## config.mk

```make
export PLATFORM = sky130hd
export DESIGN_NAME = ddr2_cmd_arbiter
export DESIGN_NICKNAME = d
export VERILOG_FILES = /design/src/rtl/ddr2_cmd_arbiter_pkg.sv /design/src/rtl/ddr2_ref_timer.sv /design/src/rtl/ddr2_cmd_arbiter.sv
export SDC_FILE = /design/constraint.sdc
export NUM_CORES = 1
export LEC_CHECK = 0
export ABC_AREA = 0
export CAP_MARGIN = 30
export CELL_PAD_IN_SITES_DETAIL_PLACEMENT = 1
export CELL_PAD_IN_SITES_GLOBAL_PLACEMENT = 1
export CORE_MARGIN = 5
export CORE_UTILIZATION = 27
export DETAILED_ROUTE_END_ITERATION = 8
export PLACE_DENSITY = 0.88
export SLEW_MARGIN = 5
export SYNTH_ARGS = -nofsm -noshare
export SYNTH_HDL_FRONTEND = slang
export SYNTH_SLANG_ARGS = --single-unit
```

## constraint.sdc

```tcl
create_clock -name ck -period 3.5 [get_ports ck]
set_input_delay 0.525 -clock ck [delete_from_list [all_inputs] [get_ports ck]]
set_output_delay 0.525 -clock ck [all_outputs]
set_load 0.05 [all_outputs]
```

## src/rtl/ddr2_cmd_arbiter_pkg.sv

```systemverilog
// Shared DDR2 command encodings ({cs_n,ras_n,cas_n,we_n}), arbiter state and refresh-interval constants.
package ddr2_cmd_arbiter_pkg;

  localparam logic [3:0] CMD_LM   = 4'b0000;
  localparam logic [3:0] CMD_AREF = 4'b0001;
  localparam logic [3:0] CMD_PRE  = 4'b0010;
  localparam logic [3:0] CMD_ACT  = 4'b0011;
  localparam logic [3:0] CMD_WR   = 4'b0100;
  localparam logic [3:0] CMD_RD   = 4'b0101;
  localparam logic [3:0] CMD_NOP  = 4'b0111;

  localparam int TREFI_NS      = 7800;
  localparam int TCK_NS        = 5;
  localparam int TREFI_CYC_DEF = TREFI_NS / TCK_NS;

  typedef enum logic [2:0] {
    ST_INIT,
    ST_ARB,
    ST_AREF,
    ST_WR,
    ST_RD
  } state_e;

  typedef enum logic {
    RR_WR,
    RR_RD
  } rr_e;

endpackage

```

## src/rtl/ddr2_ref_timer.sv

```systemverilog
// tREFI interval timer plus saturating count of refreshes still owed; both update one clock after their cause.
module ddr2_ref_timer #(
  parameter int TREFI_CYC    = 1560,
  parameter int REF_PEND_MAX = 8
) (
  input  logic       ck,
  input  logic       rst,
  input  logic       run_i,
  input  logic       aref_end_i,
  output logic       aref_req_o,
  output logic [3:0] ref_pend_o
);

  localparam int TW = (TREFI_CYC > 1) ? $clog2(TREFI_CYC) : 1;

  logic [TW-1:0] timer_q, timer_d;
  logic [3:0]    pend_q, pend_d;
  logic          tick;

  always_comb begin
    tick    = run_i && (timer_q == TW'(TREFI_CYC - 1));
    timer_d = timer_q + 1'b1;
    if (!run_i || tick) begin
      timer_d = '0;
    end

    // A tick and a completed refresh cancel each other out.
    pend_d = pend_q;
    if (tick && !aref_end_i) begin
      if (pend_q < 4'(REF_PEND_MAX)) begin
        pend_d = pend_q + 4'd1;
      end
    end else if (!tick && aref_end_i && (pend_q != 4'd0)) begin
      pend_d = pend_q - 4'd1;
    end
  end

  always_ff @(posedge ck) begin
    if (rst) begin
      timer_q <= '0;
      pend_q  <= 4'd0;
    end else begin
      timer_q <= timer_d;
      pend_q  <= pend_d;
    end
  end

  assign aref_req_o = (pend_q != 4'd0);
  assign ref_pend_o = pend_q;

endmodule

```

## src/rtl/ddr2_cmd_arbiter.sv

```systemverilog
// DDR2 command-bus owner: init pass-through, then refresh-first / write-read round-robin arbitration.
// All pad outputs are registered (one clock latency); an active owner is never pre-empted.
module ddr2_cmd_arbiter
  import ddr2_cmd_arbiter_pkg::*;
#(
  parameter int BA_BITS      = 3,
  parameter int ADDR_BITS    = 13,
  parameter int TREFI_CYC    = TREFI_CYC_DEF,
  parameter int REF_PEND_MAX = 8
) (
  input  logic                 ck,
  input  logic                 rst,
  input  logic                 init_cke,
  input  logic [3:0]           init_cmd,
  input  logic [BA_BITS-1:0]   init_ba,
  input  logic [ADDR_BITS-1:0] init_addr,
  input  logic                 init_end,
  output logic                 aref_en,
  input  logic                 aref_end,
  input  logic [3:0]           aref_cmd,
  input  logic [BA_BITS-1:0]   aref_ba,
  input  logic [ADDR_BITS-1:0] aref_addr,
  input  logic                 wr_req,
  output logic                 wr_en,
  input  logic                 wr_end,
  input  logic [3:0]           wr_cmd,
  input  logic [BA_BITS-1:0]   wr_ba,
  input  logic [ADDR_BITS-1:0] wr_addr,
  input  logic                 rd_req,
  output logic                 rd_en,
  input  logic                 rd_end,
  input  logic [3:0]           rd_cmd,
  input  logic [BA_BITS-1:0]   rd_ba,
  input  logic [ADDR_BITS-1:0] rd_addr,
  output logic                 ddr_cke,
  output logic [3:0]           ddr_cmd,
  output logic [BA_BITS-1:0]   ddr_ba,
  output logic [ADDR_BITS-1:0] ddr_addr,
  output logic [3:0]           ref_pend
);

  state_e                 state_q;
  rr_e                    rr_q;
  logic                   aref_en_q, wr_en_q, rd_en_q;
  logic                   cke_q, cke_d;
  logic [3:0]             cmd_q, cmd_d;
  logic [BA_BITS-1:0]     ba_q, ba_d;
  logic [ADDR_BITS-1:0]   addr_q, addr_d;
  logic                   aref_req;
  logic                   grant_wr, grant_rd;

  ddr2_ref_timer #(
    .TREFI_CYC    (TREFI_CYC),
    .REF_PEND_MAX (REF_PEND_MAX)
  ) u_timer (
    .ck         (ck),
    .rst        (rst),
    .run_i      (state_q != ST_INIT),
    .aref_end_i (aref_end),
    .aref_req_o (aref_req),
    .ref_pend_o (ref_pend)
  );

  // The pointer only breaks ties; a lone requester always wins.
  always_comb begin
    grant_wr = wr_req && (!rd_req || (rr_q == RR_WR));
    grant_rd = rd_req && (!wr_req || (rr_q == RR_RD));
  end

  always_comb begin
    cke_d  = 1'b1;
    cmd_d  = CMD_NOP;
    ba_d   = ba_q;
    addr_d = addr_q;
    case (state_q)
      ST_INIT: begin
        cke_d  = init_cke;
        cmd_d  = init_cmd;
        ba_d   = init_ba;
        addr_d = init_addr;
      end
      ST_AREF: begin
        cmd_d  = aref_cmd;
        ba_d   = aref_ba;
        addr_d = aref_addr;
      end
      ST_WR: begin
        cmd_d  = wr_cmd;
        ba_d   = wr_ba;
        addr_d = wr_addr;
      end
      ST_RD: begin
        cmd_d  = rd_cmd;
        ba_d   = rd_ba;
        addr_d = rd_addr;
      end
      default: ;
    endcase
  end

  always_ff @(posedge ck) begin
    if (rst) begin
      state_q   <= ST_INIT;
      rr_q      <= RR_WR;
      aref_en_q <= 1'b0;
      wr_en_q   <= 1'b0;
      rd_en_q   <= 1'b0;
      cke_q     <= 1'b0;
      cmd_q     <= CMD_NOP;
      ba_q      <= '0;
      addr_q    <= '0;
    end else begin
      aref_en_q <= 1'b0;
      wr_en_q   <= 1'b0;
      rd_en_q   <= 1'b0;
      cke_q     <= cke_d;
      cmd_q     <= cmd_d;
      ba_q      <= ba_d;
      addr_q    <= addr_d;
      case (state_q)
        ST_INIT: if (init_end) state_q <= ST_ARB;
        ST_ARB: begin
          if (aref_req) begin
            state_q   <= ST_AREF;
            aref_en_q <= 1'b1;
          end else if (grant_wr || grant_rd) begin
            state_q <= grant_wr ? ST_WR : ST_RD;
            wr_en_q <= grant_wr;
            rd_en_q <= grant_rd;
            rr_q    <= (rr_q == RR_WR) ? RR_RD : RR_WR;
          end
        end
        ST_AREF: if (aref_end) state_q <= ST_ARB;
        ST_WR:   if (wr_end)   state_q <= ST_ARB;
        ST_RD:   if (rd_end)   state_q <= ST_ARB;
        default: state_q <= ST_INIT;
      endcase
    end
  end

  assign aref_en  = aref_en_q;
  assign wr_en    = wr_en_q;
  assign rd_en    = rd_en_q;
  assign ddr_cke  = cke_q;
  assign ddr_cmd  = cmd_q;
  assign ddr_ba   = ba_q;
  assign ddr_addr = addr_q;

endmodule

```

-- After elaboration in Yosys (flattened, before gate mapping)
Cells that the tools add are included.
- register bits after elaboration: 43
- bits of input ports: 89
- output and inout port bits: 28
- logic and storage cells: 73
- add/subtract/negate cells: 3
- order comparisons: 1
- eq/ne operators: 11
- mux-type cells: 17
- bitwise operators: 4
- reductions and logical operators: 26
- operator list (cell ; number):
    13-bit case mux with 4 select lines ; 1
    3-bit 2-to-1 mux ; 7
    4-bit case mux with 4 select lines ; 1
    3-bit case mux with 5 select lines ; 1
    4-bit 2-to-1 mux ; 3
    3-bit case mux with 4 select lines ; 1
    11-bit by 1-bit adder with 11-bit output, second input constant ; 1
    11-bit == test, second input constant ; 1
    2-bit != test, second input constant ; 5
    4-bit nonzero test ; 2
    3-bit by 2-bit == test with 1-bit output, second input constant ; 2
    1-bit logical AND ; 6
    1-bit zero test ; 5
    5-bit AND reduction ; 1
    4-bit by 1-bit adder with 4-bit output, second input constant ; 1
    1-bit logical OR ; 4
    4-bit less-than comparator, second input constant ; 1
    1-bit NOT ; 4
    2-bit OR reduction ; 2
    4-bit OR reduction ; 1
    4-bit by 1-bit subtractor with 4-bit output, second input constant ; 1
    3-bit by 1-bit == test with 1-bit output, second input constant ; 1
    3-bit == test, second input constant ; 1
    3-bit zero test ; 1
    6 further kinds ; 8

-- Depth between registers and ports, before layout
- depth after elaboration: 7
- mapped depth: 10
- mapped depth without buffers: 10

-- Hierarchy
Synthesis repeated with hierarchy kept, for this count alone.
- cell total of the unflattened synthesis: 289
- area, all modules: 2396.0 um2
- by module, submodules not included (module ; instances ; cells an instance ; area an instance (um2) ; sequential area each (um2)):
    ddr2_cmd_arbiter ; 1 ; 207 ; 1656.6 ; 560.5
    ddr2_ref_timer ; 1 ; 82 ; 739.5 ; 300.3

-- Worst setup path before layout
Ideal clock, no wire load.
- path kind: reg-to-reg
- start: register u_timer.timer_q[5]
- end: register u_timer.pend_q[3], in the netlist u_timer.ref_pend_o[3]
- library setup time: 0.071 ns
- arrival time: 2.876 ns
- required time: 3.429 ns
- setup slack: 0.553 ns
- stages on the path, launching flop included: 10
- path buffers: 0
- clock period less this slack: 2.947 ns
- path through: dfxtp_1 or4b_4 or3_2 or3_1 ha_1 a21o_1 a21oi_1 xnor2_1 or3_1 a21oi_1
- longest elaborated chain between the ends: 7
- elaborated cells on any way between the ends: 10
- those cells by class: eq/ne (2); mux (1); reduce/logical (7)
- ends and longest elaborated chain (what ; line ; text):
    start, declared ; ddr2_ref_timer.sv:16 ; logic [TW-1:0] timer_q, timer_d;
    start signal, assigned ; ddr2_ref_timer.sv:43 ; timer_q <= timer_d;
    11-bit == test * ; ddr2_ref_timer.sv:21 ; tick = run_i && (timer_q == TW'(TREFI_CYC - 1));
    1-bit logical AND * ; ddr2_ref_timer.sv:21 ;
    1-bit zero test ; ddr2_ref_timer.sv:33 ; end else if (!tick && aref_end_i && (pend_q != 4'd0)) begin
    1-bit logical AND (2 in series) ; ddr2_ref_timer.sv:33 ;
    2-bit nonzero test (no source line) ; n/a ;
    2-bit AND reduction (no source line) ; n/a ;
    end signal, assigned ; ddr2_ref_timer.sv:44 ; pend_q <= pend_d;
    end, declared ; ddr2_ref_timer.sv:17 ; logic [3:0] pend_q, pend_d;
Every way passes the cells marked *; elsewhere a longest branch is shown, timed or not.
A chain may end at the register's enable or synchronous reset.

-- Worst setup path in the final report
Ends and elaborated chain as after synthesis.

==> qor.txt <==
die width - 101.4 um
first-pass GRT wire length - 13.42 mm
VDD IR max - 190.5 uV
number of remaining DRC errors - 0
worst hold slack - 0.4902 ns
required time of the critical path - 3.73 ns
Slew HR - 52.29%
max cap viols - 0
clk_lat worst skew - 0.30 ns
count of final hold-check violations - 0
Synthesis Warnings - 0
Leak - 1.363 nW
Die ar. - 0.01028 mm^2
flops & latches, synth - 43
Slew Limit Fails - 0
total gr overflow - 0
Syn Area/Cell - 7.591 um^2
antenna violations before repair - 0
P&R area growth vs syn - 61.65%
Slowest-stage cell, CP - or4b_4
Fmax achieved - 314.0 MHz
Antenna Cells - 0
reg2reg start - u_timer.timer_q[5]$_SDFF_PP0_
CP peak stage delay - 0.57 ns
area of the core - 0.008175 mm^2
Reg2Reg Depth - 9
pwr/cell area - 567.9 mW/mm^2
vias - 2575
Reg clk slew, reported paths - 0.09 ns
Yosys cell types - 35
Routed wire per std cell - 16.24 um
RSZ-0062 raised after global routing - false
Starting Density - 27.58%
Clock Sink Count - 43
Worst Slack Setup Final - 0.3151 ns
Critical Path Source Type - flop
crit-path cells - or4b_4, or3_2, or3_1, ha_1, a21o_1, a21oi_1, xnor2_1, or3_1, a21oi_1
number of global-route vias before repair - 2810
Place WS - 0.3586 ns
TritonCTS Buffers - 5
hold_buf cts - 0
postcts setup bufs - 0
DR vias/cell - 4.981
Cells after Synth - 297
reg-to-reg slack, setup - 0.32 ns
clk buf depth - 2
GPL Wtd Cong - 0.8303
ANT nets after route - 0
H-tree depth - 2
Nets - 504
hold crit path type - flop to flop
CTS tree - built
# IOs - 117
worst-margin pin slew - 0.7134 ns
share of cells above drive strength 1 - 6.068%
chip height - 101.4 um
Seq/Total Area, Yosys - 38.18%
crit path kind - flop to flop
worst clock skew - 0.006626 ns
final setup vio count - 0
PortBufs - 116
largest net degree at the start of global routing - 49
Final TNS setup - 0 ns
sink of the worst hold path - u_timer.timer_q[0]$_SDFF_PP0_
Worst Path Arrival - 3.41 ns
hold depth - 1
status - completed
Min-Delay Startpoint - u_timer.timer_q[0]$_SDFF_PP0_
Tmin final - 3.185 ns
Initial DRC Count - 69
crit-path max FO - 6
Resize count post-CTS - 0
Total GRT Usage - 16.18%
root buffer cell - clkbuf_8
FP Rows - 33
period utilisation layout - 91.00%
FF-to-FF End - u_timer.ref_pend_o[3]$_SDFFE_PP0P_
dpl hpwl - 6.572 mm
Crit. End Element - flop
Post-Synthesis Cell Area - 0.002255 mm^2
syn_nets - 390
final WL - 8.398 mm
1st-pass router iterations - 4
==> area by class of cell <==
cell class | instances | area (um^2)
Fill cell | 1006 | 4531
Multi-Input combinational cell | 232 | 1315
Timing Repair Buffer | 125 | 1232
Sequential cell | 43 | 862.1
Tap cell | 105 | 131.4
Clock buffer | 5 | 68.82
Clock inverter | 3 | 20.02
Inverter | 4 | 15.01
==> layout by cell type (no fill, tap or decap), types with 2 or more instances in the layout <==
master             n
nor3_1             4
or3_1              5
nor2_1            73
clkdlybuf4s50_1  116
ha_1               3
nand4_1            2
a211oi_1          19
clkbuf_8           5
mux2i_1            5
and3_1             2
dfxtp_1           42
buf_4              8
a21oi_1           28
nand2_1           28
mux2_2             2
nand3b_1           2
xnor2_1            4
nor2b_1            3
clkinvlp_4         2
xor2_1             7
nor4_1             2
nor3b_1            3
nand3_1            4
o22ai_1           18
o21ai_0            6
inv_1              4
==> per-layer routing <==
layer / track usage (%) / vias to the layer above / share of wire (%)
li1: - / 1270 / -
met1: 18.44 / 1234 / 41
met2: 30.48 / 66 / 52
met3: 3.788 / 5 / 6.2
met4: 3.374 / 0 / 0.60
met5: 0 / - / 0
==> worst max-delay path: cells and delay by family, from the launching register on <==
kind | cells | cell delay [ns]
AOI/OAI and AO/OA | 3 | 0.50
xor gates and xnor gates | 1 | 0.11
adders and majority gates | 1 | 0.31
DFF | 1 | 0.38
and+or+nand+nor | 4 | 1.81
==> cell families after synthesis <==
kind of cell,after synthesis,share of synthesized area [%]
multiplexers,8,3.663
AO/OA/AOI/OAI,76,20.59
flip-flops,43,38.18
XOR/XNOR,11,4.273
AND/OR/NAND/NOR,133,27.08
buffers and inverters,22,3.663
adder cells (fa/ha/maj),4,2.553
==> worst max path at each step <==
stage	startpoint	to	slack [ns]	cells after the start
6_report	u_timer.timer_q[5]$_SDFF_PP0_	u_timer.ref_pend_o[3]$_SDFFE_PP0P_	0.32	9
3_3_place_gp	u_timer.timer_q[5]$_SDFF_PP0_	u_timer.ref_pend_o[3]$_SDFFE_PP0P_	0.47	9
5_1_grt	u_timer.timer_q[4]$_SDFF_PP0_	u_timer.ref_pend_o[3]$_SDFFE_PP0P_	0.16	9
2_1_floorplan	u_timer.timer_q[5]$_SDFF_PP0_	u_timer.ref_pend_o[3]$_SDFFE_PP0P_	0.55	9
3_5_place_dp	u_timer.timer_q[5]$_SDFF_PP0_	u_timer.ref_pend_o[3]$_SDFFE_PP0P_	0.36	9
4_1_cts	u_timer.timer_q[5]$_SDFF_PP0_	u_timer.ref_pend_o[3]$_SDFFE_PP0P_	0.31	9
==> flip-flops by register name (all words and copies together), names as in the netlist, 3 cells and up <==
signal	count
ddr_addr	13
u_timer.timer_q	11
ddr_cmd	4
u_timer.ref_pend_o	4
ddr_ba	3
state_q	3
==> power by group <==
group	switching, mW	internal (mW)
logic	0.668	0.435
registers	0.0623	0.583
clock network	0.183	0.139
total	0.913	1.16
==> cell usage after synthesis <==
master,count,share of area (%)
a21oi_1,28,6.2
and3b_1,1,0.39
nor4_1,2,0.55
a31oi_1,1,0.28
fa_1,1,0.89
buf_1,5,0.83
nand3b_1,2,0.67
nor2b_1,3,0.83
ha_1,3,1.7
o21ai_0,6,1.3
mux2_2,2,1.0
and3_1,2,0.55
mux2i_1,6,2.7
nand3_1,4,0.89
o21a_1,1,0.33
nor4_4,1,0.94
a211oi_1,19,6.3
a311oi_1,1,0.39
or4bb_4,1,0.67
nor3_1,4,0.89
dfxtp_1,43,38
or3_1,5,1.4
xor2_1,7,2.7
nand4_1,2,0.55
inv_1,4,0.67
o22ai_1,18,5.0
or4b_4,1,0.61
nor3b_1,3,1.0
o221ai_1,1,0.39
xnor2_1,4,1.6
nand2_1,28,4.7
a21o_1,1,0.33
or3_2,1,0.33
clkbuf_1,13,2.2
nor2_1,73,12
==> stage by stage <==
stage / instances / power [mW] / util (%) / instance area, um^2
final: 517 / 2.070 / 44.58 / 3645
after CTS: 517 / 2.099 / 44.58 / 3645
after global placement: 508 / 1.725 / 43.36 / 3545
after detailed placement: 509 / 1.770 / 43.50 / 3556
after floorplan: 297 / 1.340 / - / 2255
after global routing: 517 / 2.209 / 44.58 / 3645
Note: power is estimated with default switching activity, not from simulation.
